**config.mk**
```make
export PLATFORM = sky130hd
export DESIGN_NAME = datapath_seq
export DESIGN_NICKNAME = d
export VERILOG_FILES = /design/src/rtl/datapath_seq.sv
export SDC_FILE = /design/constraint.sdc
export NUM_CORES = 1
export LEC_CHECK = 0
export BUFFER_PORTS_ARGS = -buffer_cell sky130_fd_sc_hd__buf_4
export CAP_MARGIN = 10
export CORE_UTILIZATION = 45
export CTS_CLUSTER_SIZE = 40
export DETAILED_ROUTE_END_ITERATION = 10
export MAX_ROUTING_LAYER = met4
export PLACE_DENSITY_LB_ADDON = 0.15
export SLEW_MARGIN = 15
export SYNTH_ARGS = -nofsm -noshare
export SYNTH_HDL_FRONTEND = slang
export SYNTH_SLANG_ARGS = --single-unit
```
**constraint.sdc**
```tcl
create_clock -name clk -period 9.3 [get_ports clk]
set_input_delay 0.93 -clock clk [delete_from_list [all_inputs] [get_ports clk]]
set_output_delay 0.93 -clock clk [all_outputs]
set_load 0.005 [all_outputs]
```
**src/rtl/datapath_seq.sv**
```systemverilog
// rtl/datapath_seq.sv - sequenced register-file datapath with shifter, 4-op ALU and VNZ status
//
// Purpose:
//   Register file, A/B operand registers, B-side shifter, 4-op ALU, C result
//   register and {V,N,Z} status register. An internal sequencer runs one
//   whole instruction (load A, load B, execute, write back) per start/done
//   handshake.
//
// Ports:
//   clk          rising-edge clock
//   reset        synchronous active-high reset
//   start        instruction request, accepted only while idle
//   cmd          00 MOV imm, 01 ALU reg-reg, 10 ALU reg-imm, 11 CMP reg-reg
//   ALUop        00 SUM, 01 SUB, 10 AND, 11 NOT
//   shift        B shift: 00 none, 01 lsl1, 10 lsr1, 11 asr1
//   rd/rn/rm     destination / A-operand / B-operand register addresses
//   imm          sign-extended immediate
//   dbg_addr     debug read address
//   dbg_data     combinational R[dbg_addr]
//   busy         high whenever the sequencer is not idle
//   done         one-cycle pulse in the final state of every instruction
//   datapath_out C register
//   status       {V,N,Z}

module datapath_seq #(
  parameter int WIDTH = 16,
  parameter int AW    = 3
) (
  input  logic             clk,
  input  logic             reset,
  input  logic             start,
  input  logic [1:0]       cmd,
  input  logic [1:0]       ALUop,
  input  logic [1:0]       shift,
  input  logic [AW-1:0]    rd,
  input  logic [AW-1:0]    rn,
  input  logic [AW-1:0]    rm,
  input  logic [WIDTH-1:0] imm,
  input  logic [AW-1:0]    dbg_addr,
  output logic [WIDTH-1:0] dbg_data,
  output logic             busy,
  output logic             done,
  output logic [WIDTH-1:0] datapath_out,
  output logic [2:0]       status
);

  localparam int NREG = 2 ** AW;

  localparam logic [1:0] CMD_MOV = 2'b00;
  localparam logic [1:0] CMD_RI  = 2'b10;
  localparam logic [1:0] CMD_CMP = 2'b11;

  localparam logic [1:0] OP_SUM = 2'b00;
  localparam logic [1:0] OP_SUB = 2'b01;
  localparam logic [1:0] OP_AND = 2'b10;
  localparam logic [1:0] OP_NOT = 2'b11;

  localparam logic [1:0] SH_NONE = 2'b00;
  localparam logic [1:0] SH_LSL  = 2'b01;
  localparam logic [1:0] SH_LSR  = 2'b10;
  localparam logic [1:0] SH_ASR  = 2'b11;

  typedef enum logic [2:0] {
    S_IDLE = 3'd0,
    S_LA   = 3'd1,
    S_LB   = 3'd2,
    S_EX   = 3'd3,
    S_WB   = 3'd4
  } state_t;

  state_t state_q, state_d;

  // Instruction fields captured on accept; inputs may change freely afterwards.
  logic [1:0]       cmd_q;
  logic [1:0]       aluop_q;
  logic [1:0]       shift_q;
  logic [AW-1:0]    rd_q;
  logic [AW-1:0]    rn_q;
  logic [AW-1:0]    rm_q;
  logic [WIDTH-1:0] imm_q;

  logic [WIDTH-1:0] rf_q [NREG];
  logic [WIDTH-1:0] a_q;
  logic [WIDTH-1:0] b_q;
  logic [WIDTH-1:0] c_q;
  logic [2:0]       status_q;

  logic             accept;
  logic [WIDTH-1:0] b_src;
  logic [WIDTH-1:0] b_shift;
  logic [WIDTH-1:0] alu_res;
  logic             alu_v;
  logic             wb_en;
  logic [WIDTH-1:0] wb_data;

  assign accept = (state_q == S_IDLE) && start;

  // ---------------------------------------------------------------------------
  // Sequencer next-state and handshake outputs
  // ---------------------------------------------------------------------------
  always_comb begin
    state_d = state_q;
    busy    = (state_q != S_IDLE);
    done    = (state_q == S_WB);
    case (state_q)
      S_IDLE: begin
        if (start) begin
          // MOV needs no operands or ALU pass, so it goes straight to writeback.
          state_d = (cmd == CMD_MOV) ? S_WB : S_LA;
        end
      end
      S_LA:    state_d = S_LB;
      S_LB:    state_d = S_EX;
      S_EX:    state_d = S_WB;
      S_WB:    state_d = S_IDLE;
      default: state_d = S_IDLE;
    endcase
  end

  // ---------------------------------------------------------------------------
  // Operand select, shifter and ALU
  // ---------------------------------------------------------------------------
  assign b_src = (cmd_q == CMD_RI) ? imm_q : rf_q[rm_q];

  always_comb begin
    b_shift = b_q;
    case (shift_q)
      SH_NONE: b_shift = b_q;
      SH_LSL:  b_shift = {b_q[WIDTH-2:0], 1'b0};
      SH_LSR:  b_shift = {1'b0, b_q[WIDTH-1:1]};
      SH_ASR:  b_shift = {b_q[WIDTH-1], b_q[WIDTH-1:1]};
      default: b_shift = b_q;
    endcase
  end

  always_comb begin
    alu_res = '0;
    alu_v   = 1'b0;
    case (aluop_q)
      OP_SUM: begin
        alu_res = a_q + b_shift;
        // Like-signed operands producing an opposite-signed sum.
        alu_v   = (a_q[WIDTH-1] == b_shift[WIDTH-1]) &&
                  (alu_res[WIDTH-1] != a_q[WIDTH-1]);
      end
      OP_SUB: begin
        alu_res = a_q - b_shift;
        // Unlike-signed operands where the difference loses A's sign.
        alu_v   = (a_q[WIDTH-1] != b_shift[WIDTH-1]) &&
                  (alu_res[WIDTH-1] != a_q[WIDTH-1]);
      end
      OP_AND:  alu_res = a_q & b_shift;
      OP_NOT:  alu_res = ~b_shift;
      default: alu_res = '0;
    endcase
  end

  // CMP exists only to set flags, so it never writes the register file.
  assign wb_en   = (state_q == S_WB) && (cmd_q != CMD_CMP);
  assign wb_data = (cmd_q == CMD_MOV) ? imm_q : c_q;

  // ---------------------------------------------------------------------------
  // State, latches and datapath registers
  // ---------------------------------------------------------------------------
  always_ff @(posedge clk) begin
    if (reset) begin
      state_q  <= S_IDLE;
      cmd_q    <= '0;
      aluop_q  <= '0;
      shift_q  <= '0;
      rd_q     <= '0;
      rn_q     <= '0;
      rm_q     <= '0;
      imm_q    <= '0;
      a_q      <= '0;
      b_q      <= '0;
      c_q      <= '0;
      status_q <= '0;
      for (int i = 0; i < NREG; i++) begin
        rf_q[i] <= '0;
      end
    end else begin
      state_q <= state_d;
      if (accept) begin
        cmd_q   <= cmd;
        aluop_q <= ALUop;
        shift_q <= shift;
        rd_q    <= rd;
        rn_q    <= rn;
        rm_q    <= rm;
        imm_q   <= imm;
      end
      if (state_q == S_LA) begin
        a_q <= rf_q[rn_q];
      end
      if (state_q == S_LB) begin
        b_q <= b_src;
      end
      if (state_q == S_EX) begin
        c_q      <= alu_res;
        status_q <= {alu_v, alu_res[WIDTH-1], (alu_res == '0)};
      end
      if (wb_en) begin
        rf_q[rd_q] <= wb_data;
      end
    end
  end

  assign dbg_data     = rf_q[dbg_addr];
  assign datapath_out = c_q;
  assign status       = status_q;

endmodule
```
# --- Yosys cells after proc, flatten, opt, wreduce, memory -nomap -nowiden ---
# Memory sizes are Yosys's and may differ from the RTL's. A register that Yosys moved wholly into a read port is not among the register bits.
# Cells that the tools add are included.
word_totals:
  reg_bits: 69
  latch_bits: 0
  ramBits: 128
  mem_bits_ro: 0
  in_bits: 37
  output_inout_bits: 37
  elab_cells: 63
  memories: 1
memory_table:
  columns: ["name", "words", "word_bits", "rd", "rd_clocked_by_memory_dff", "write_ports", "line", "source"]
  rows:
  - ["rf_q", 8, 16, 3, 2, 8, "82", "logic [WIDTH-1:0] rf_q [NREG];"]
classes:
  add_sub_neg: 2
  n_mul: 0
  n_div: 0
  magnitude_cmp: 0
  n_eq_ne: 17
  n_shift: 0
  mux: 18
  bitwise: 2
  n_reduce_logical: 12
op_table:
  columns: ["cell", "count"]
  rows:
  - ["$pmux 16 s4", 2]
  - ["$mux 16", 3]
  - ["$add 16x16->16", 1]
  - ["$and 16x16->16", 1]
  - ["$logic_not 16->1", 1]
  - ["$not 16->16", 1]
  - ["$reduce_or 16->1", 1]
  - ["$sub 16x16->16", 1]
  - ["$mux 3", 5]
  - ["$pmux 3 s4", 1]
  - ["$eq 2x2->1 const B", 5]
  - ["$logic_not 2->1", 4]
  - ["$eq 3x2->1 const B", 2]
  - ["$mux 1", 6]
  - ["$eq 2x1->1 const B", 2]
  - ["$logic_and 1x1->1", 4]
  - ["$ne 2x2->1 const B", 2]
  - ["$eq 3x1->1 const B", 1]
  - ["$eq 3x3->1 const B", 1]
  - ["$logic_not 3->1", 1]
  - ["$ne 1x1->1", 3]
  - ["$reduce_bool 3->1", 1]
  - ["$pmux 1 s2", 1]
  - ["$eq 1x1->1", 1]

# --- Depth between registers and ports, before layout ---
# Gate-level depths: netlist (run 1).
depth:
  word_depth: 7
  ltp_mapped: 16
  ltp_nobuf: 15

# --- Least setup slack after synthesis (run 1) ---
# No wires, ideal clock.
synth_path:
  path_kind: "input port to output port"
  startpoint: "input dbg_addr[0]"
  endpoint: "output dbg_data[0]"
  arrival_time_ps: 2516
  required_ps: 8370
  setup_slack_ps: 5854
  stages: 4
  n_path_buf: 2
  cell_sequence: "clkbuf_1 > buf_1 > mux4_2 > mux2_2"
synth_via:
  elab_chain_len: 1
synth_rtl:
  columns: ["item", "line", "source"]
  rows:
  - ["from (decl)", "39", "input logic [AW-1:0] dbg_addr,"]
  - ["$mem_v2 8x16", null, null]
  - ["to (decl)", "40", "output logic [WIDTH-1:0] dbg_data,"]
# No other way between the ends.

# --- Worst setup path in the final report (run 1) ---
layout_path:
  startpoint: "register shift_q[0]"
  endpoint: "register c_q[14] (netlist: datapath_out[14])"
layout_via:
  elab_chain_len: 4
  elab_cells_between_ends: 10
  cone_classes: "2 x add/sub; 3 x eq/ne; 2 x mux; 2 x bitwise; 1 x reduce/logical"
layout_rtl:
  columns: ["item", "line", "source"]
  rows:
  - ["from (decl)", "76", "logic [1:0] shift_q;"]
  - ["from (signal assigned)", "187", "shift_q <= shift;"]
  - ["$eq 2x2->1 (tied with other cells)", "127", "case (shift_q)"]
  - ["$pmux 16 s4 *", "127", null]
  - ["$sub 16x16->16 (tied with other cells)", "147", "alu_res = a_q - b_shift;"]
  - ["$pmux 16 s4 *", "139", "case (aluop_q)"]
  - ["to (signal assigned)", "200", "c_q <= alu_res;"]
  - ["to (decl)", "85", "logic [WIDTH-1:0] c_q;"]
# Mark *: on every way between the ends. The rest lies on a longest branch, timed or not.
# A chain may end at the register's enable or synchronous reset.

==> results by group, run 1 <==
Placement
  – Post-Place Cells: 1583
  – HPWL after DPL: 25.3 mm
  – Number of port buffers: 73
  – Placer Congestion: 1.02

Worst setup path
  – Worst reg2reg endpoint: datapath_out[14]
  – CP max FO: 18
  – Crit end category: register
  – CP peak stage delay: 0.94 ns
  – Worst setup startpoint: shift_q[0]
  – Crit path launch type: register
  – R2R Path Start: shift_q[0]
  – CP Cell Sequence: mux2i_1, nor2_1, a21oi_1, inv_1, ha_1, or3_1, nor3_1, a21bo_2, a31oi_1, a211oi_1, xnor2_1, mux4_2, a211oi_1
  – Most used cell, CP: a211oi_1
  – Worst path slowest cell: dfxtp_1
  – Critical Path Sink: datapath_out[14]
  – Worst reg-to-reg setup slack: 5.19 ns
  – Critical Path AT: 4.56 ns
  – Setup Crit Path Kind: reg2reg
  – Worst endpoint required time: 9.74 ns
  – R2R cell count: 13

Timing
  – F_max: 0.243 GHz
  – Setup tns final: 0 ns
  – Fin crit share: 44.2%
  – Rel. slew slack: 21.7%
  – Layout Skew: 0.0166 ns
  – Worst-margin pin slew: 1.17 ns
  – Fin. max-slew vios: 0
  – Fin. Hold Viols: 0
  – RSZ-0062 raised after global routing: false
  – Setup Viol. Count Final: 0
  – Fin crit period: 4.11 ns

Final layout
  – Nets: 1304
  – Area growth syn-to-layout: 12.1%
  – Finished Layout Cells: 1629
  – Antenna diode count: 0
  – Share of cells above drive strength 1: 20.9%

Pwr
  – Pleak: 5.10 nW
  – Pwr dens: 178 mW/mm²
  – Worst-case vdd ir drop: 0.141 mV

Clock network
  – # H-tree levels: 1
  – Clock slew at reported path FFs: 0.06 ns
  – Root buffer cell: clkbuf_16
  – Clk_lat worst skew: 0.54 ns
  – Post_cts resized: 0
  – Clock Sinks: 215
  – Post-CTS Hold Fix Bufs: 0
  – Max clock buf depth: 3
  – CTS Buf Count: 25
  – Post-CTS Repair Setup Buffers: 0
  – CTS tree: done

Synthesis
  – Mapped Avg Cell Area: 10.8 µm²
  – Top cells by area, synth: edfxtp_1, mux4_2, dfxtp_1
  – Post-Synthesis Cells: 1201
  – Cell variety after synth: 72
  – Post-synth top cells: nor2_1, edfxtp_1, mux4_2, nand2_1, dfxtp_1
  – Dominant synthesized flop cell: edfxtp_1
  – Number of synthesized flops with an enable pin: 128
  – FFs w/ async S/R, synth: 0%
  – Warnings, synthesis: 0
  – Synth area leader: edfxtp_1
  – Area share of the leading cell type in the synthesized netlist: 29.6%
  – Synthesized cell area: 0.0130 mm²
  – Count leader, synth: nor2_1
  – Sequential share of the synthesized area: 43.1%
  – Post-Synthesis Net Count: 1273
  – FF+latch count, synth: 215

Floorplan
  – Rows: 61
  – Die Height: 172 µm
  – Initial Utilization: 46.2%
  – Total core area: 0.0281 mm²
  – Die footprint: 0.0295 mm²
  – IO Pins: 74
  – DIE WIDTH: 172 µm

Detailed routing
  – Routed wire per std cell: 23.1 µm
  – Drt initial violations: 956
  – Pre-Repair DR Iteration Count: 5
  – DR vias: 9914
  – Total Wirelength: 37.6 mm
  – Post-route ant nets: 0
  – Vias/cell: 6.09
  – Post-route DRC: 0

Run
  – Max-cap violations: 0

Global route
  – Initial antenna violation count: 0
  – Largest net degree at the start of global routing: 72
  – Vias in the first global route: 9537
  – First-pass GRT wire length: 58.1 mm
  – Grt ovf: 0
  – Gr usage total: 27.3%

Min path
  – Type of the worst min-delay path: reg2reg

Run status
  – Status: complete, no violations
[registers in the layout, indices dropped and copies added, names as in the netlist, named ones only]
signal / flops
rm_q: 3
rf_q: 128
datapath_out: 15
imm_q: 16
state_q: 3
rn_q: 3
cmd_q: 2
a_q: 16
aluop_q: 2
rd_q: 3
b_q: 16
shift_q: 2
status: 3
[cell type report]
type / count / area [µm²]
clock inverters: 4 / 37.5
flip-flops and latches: 215 / 5590
clock buffers: 42 / 719
well taps: 378 / 473
repair buffers: 94 / 706
fillers: 2640 / 13500
multi-input cells: 862 / 6890
inverters: 34 / 128
[metal layers]
layer,up-vias,part of all wire (%),global-route usage (%),routed length (µm)
li1,4546,-,-,-
met5,-,0,-,0
met3,47,5.6,2.92,2090
met1,4960,44,36.9,16500
met2,361,49,44.9,18400
met4,0,1.6,4.85,609
[power breakdown]
part | internal (mW) | total (mW) | switching (mW)
registers | 1.06 | 1.11 | 0.0498
clock network | 0.527 | 0.918 | 0.391
logic | 0.243 | 0.571 | 0.328
total | 1.83 | 2.59 | 0.769
[cell usage in the layout, fill, tap and decap left out, types with 4 or more instances in the layout]
master and instances:
dfxtp_1 85, a211oi_1 50, or2_2 5, nor3b_1 5
nand2_1 99, clkbuf_16 25, nand3b_1 4, a31oi_1 6
nand3_1 4, nor2_1 220, edfxtp_1 128, o211ai_1 4
clkbuf_1 14, ha_1 33, nor3_1 13, o21bai_1 7
mux2_2 18, nand2b_1 12, o21ai_0 24, xnor2_1 8
a21oi_1 83, inv_1 31, o21ai_1 5, mux2i_1 64
o2111ai_1 9, mux4_2 99, buf_4 94, nor2b_1 10
o31ai_1 6, or3_1 7
[logic make-up (layout without fill, tap and decap cells)]
logic type | Yosys count | in the layout | share of synthesized area, %
flops | 215 | 215 | 43.1
xor+xnor | 11 | 11 | 0.743
fa+ha+maj | 35 | 35 | 3.49
mux | 181 | 181 | 23.7
simple gates | 404 | 404 | 13.4
compound gates | 231 | 231 | 11.7
buf+inv | 124 | 174 | 3.92
[stage by stage]
stage	total power, mW	hold slack [ns]	util (%)	area, µm²	setup WS (ns)
finish	2.59	0.453	51.8	14500	5.19
global route	2.70	0.483	51.8	14500	4.84
CTS	2.60	0.462	51.8	14500	5.22
detailed placement	1.69	0.443	49.1	13800	5.24
global placement	1.69	0.446	49.1	13800	5.27
floorplan	1.52	0.436	-	13000	5.85
[worst max-delay path, delay by kind of cell, from the launching register on]
family / cells / cell delay (ns)
flops: 1 / 0.94
fa+ha+maj: 1 / 0.34
simple gates: 3 / 0.59
compound gates: 5 / 1.15
buf+inv: 1 / 0.08
xor+xnor: 1 / 0.15
mux: 2 / 0.75
[how the worst min path moves through the flow]
stage,start,end,depth (start not counted)
global placement,rm_q[0],register,2
CTS,rm_q[2],rm_q[2],2
floorplan,rm_q[0],register,2
finish,rm_q[0],register,2
detailed placement,rm_q[0],register,2
global route,rm_q[1],register,2
Power figures use the tool's default switching activity.
==> inputs of run 2 (changes only) <==
- clock period: 9.3 -> 4.2 ns (I/O delays scaled with it)
==> results by group, run 2 (synthesis gave the netlist of run 1 again) <==
Detailed routing
  – Routed wire per std cell: 23.0 µm (was 23.1 µm)
  – Vias/cell: 6.01 (was 6.09)
  – Total Wirelength: 37.7 mm (was 37.6 mm)
  – Post-route ant nets: 0 (unchanged)
  – Drt initial violations: 956 (unchanged)
  – Post-route DRC: 0 (unchanged)
  – Pre-Repair DR Iteration Count: 5 (unchanged)
  – DR vias: 9854 (was 9914)

Pwr
  – Worst-case vdd ir drop: 0.294 mV (was 0.141 mV)
  – Pwr dens: 398 mW/mm² (was 178 mW/mm²)
  – Pleak: 5.18 nW (was 5.10 nW)

Final layout
  – Number of flip-flops in the largest register: 128 (unchanged)
  – Share of cells above drive strength 1: 22.0% (was 20.9%)
  – Multi-input gate area: 0.00690 mm² (was 0.00689 mm²)
  – Largest Register: rf_q (unchanged)
  – Commonest non-fill, non-tap cell in the layout: nor2_1 (unchanged)
  – Sequential Area: 0.00559 mm² (about the same)
  – Antenna diode count: 0 (unchanged)
  – Area growth syn-to-layout: 13.1% (was 12.1%)
  – Finished Layout Cells: 1639 (was 1629)
  – Number of fill cells: 2601 (was 2640)
  – Nets: 1315 (was 1304)
  – Most frequent cells in the layout: nor2_1, edfxtp_1, buf_4 (was nor2_1, edfxtp_1, nand2_1, mux4_2, buf_4)
  – Final Util: 52.2% (was 51.8%)

Worst setup path
  – Crit path launch type: register (unchanged)
  – Setup Crit Path Kind: reg2reg (unchanged)
  – Worst endpoint required time: 4.64 ns (was 9.74 ns)
  – CP max FO: 18 (unchanged)
  – Crit end category: register (unchanged)
  – Critical Path AT: 4.24 ns (was 4.56 ns)

Global route
  – Vias in the first global route: 9706 (was 9537)
  – First-pass GRT wire length: 57.5 mm (was 58.1 mm)
  – Gr usage total: 27.2% (was 27.3%)
  – Largest net degree at the start of global routing: 66 (was 72)
  – Grt ovf: 0 (unchanged)
  – Initial antenna violation count: 0 (unchanged)

Placement
  – Number of port buffers: 73 (unchanged)
  – HPWL after DPL: 26.4 mm (was 25.3 mm)
  – Placer Congestion: 0.943 (was 1.02)
  – Post-Place Cells: 1594 (was 1583)

Floorplan
  – Die footprint: 0.0295 mm² (unchanged)
  – IO Pins: 74 (unchanged)
  – DIE WIDTH: 172 µm (unchanged)
  – Initial Utilization: 46.2% (unchanged)
  – Die Height: 172 µm (unchanged)
  – Rows: 61 (unchanged)
  – Total core area: 0.0281 mm² (unchanged)

Clock network
  – Post-CTS Hold Fix Bufs: 0 (unchanged)
  – Root buffer cell: clkbuf_16 (unchanged)
  – Max clock buf depth: 3 (unchanged)
  – Clock slew at reported path FFs: 0.06 ns (about the same)
  – # H-tree levels: 1 (unchanged)
  – Post-CTS Repair Setup Buffers: 0 (unchanged)
  – Clock Sinks: 215 (unchanged)
  – Clk_lat worst skew: 0.55 ns (was 0.54 ns)
  – Post_cts resized: 0 (unchanged)
  – CTS Buf Count: 25 (unchanged)
  – CTS tree: done (unchanged)

Timing
  – F_max: 0.264 GHz (was 0.243 GHz)
  – Worst-margin pin slew: 1.16 ns (was 1.17 ns)
  – Fin crit share: 90.3% (was 44.2%)
  – Fin crit period: 3.79 ns (was 4.11 ns)
  – Setup Viol. Count Final: 0 (unchanged)
  – RSZ-0062 raised after global routing: false (unchanged)
  – Layout Skew: 0.0198 ns (was 0.0166 ns)
  – Setup tns final: 0 ns (unchanged)
  – Fin. Hold Viols: 0 (unchanged)
  – Fin. max-slew vios: 0 (unchanged)
  – Rel. slew slack: 22.5% (was 21.7%)

Run
  – Max-cap violations: 0 (unchanged)

Run status
  – Status: complete, no violations (unchanged)

Min path
  – Type of the worst min-delay path: in2reg (was reg2reg)
-- run 2: cell type report --
type | instances | area share [%]
multi-input cells | 862 | 47.0
flip-flops and latches | 215 | 38.1
repair buffers | 105 | 5.46
clock buffers | 38 | 4.81
well taps | 378 | 3.22
inverters | 34 | 0.870
clock inverters | 7 | 0.546
-- run 2: critical path, cell delays in order (launching register included) --
cell and delay [ns]:
dfxtp_1 0.66, buf_4 0.30, nor2_1 0.06, a21oi_1 0.24, inv_1 0.08, ha_1 0.33, or3_1 0.38, nor3_1 0.17
a21bo_2 0.26, a31oi_1 0.19, a211oi_1 0.12, xnor2_1 0.14, mux4_2 0.49, a211oi_1 0.26
-- run 2: path summary, 6_finish.rpt --
check                                         to       start  cells after the start  slack, ns
worst max-delay path            datapath_out[14]  shift_q[1]                     13       0.41
worst min-delay path                    imm_q[1]      imm[1]                      3       0.12
worst max register to register  datapath_out[14]  shift_q[1]                     13       0.41
worst min register to register          register     rm_q[0]                      2       0.46
-- run 2: where the power goes --
part	total [mW]	switching, mW	internal, mW
Sequential	2.47	0.131	2.34
Clock	2.13	0.903	1.22
Combinational	1.25	0.701	0.546
-- run 2: through the flow --
stage	hold slack, ns	instance area (µm²)	setup WS [ns]	power [mW]
6_report	0.120	14700	0.408	5.84
5_1_grt	0.123	14700	0.137	6.07
4_1_cts	0.0955	14700	0.293	5.87
3_5_place_dp	0.450	13900	0.327	3.75
3_3_place_gp	0.443	13900	0.422	3.75
2_1_floorplan	0.436	13000	0.776	3.36
-- run 2: routing by layer --
| metal | share of wire [%] | wire length, µm | vias up | global-route usage (%) |
|---|---|---|---|---|
| met3 | 5.8 | 2190 | 73 | 3.47 |
| met1 | 43 | 16100 | 4884 | 35.1 |
| met4 | 2.4 | 890 | 0 | 6.77 |
| met5 | 0 | 0 | - | - |
| li1 | - | - | 4563 | - |
| met2 | 49 | 18500 | 334 | 45.5 |
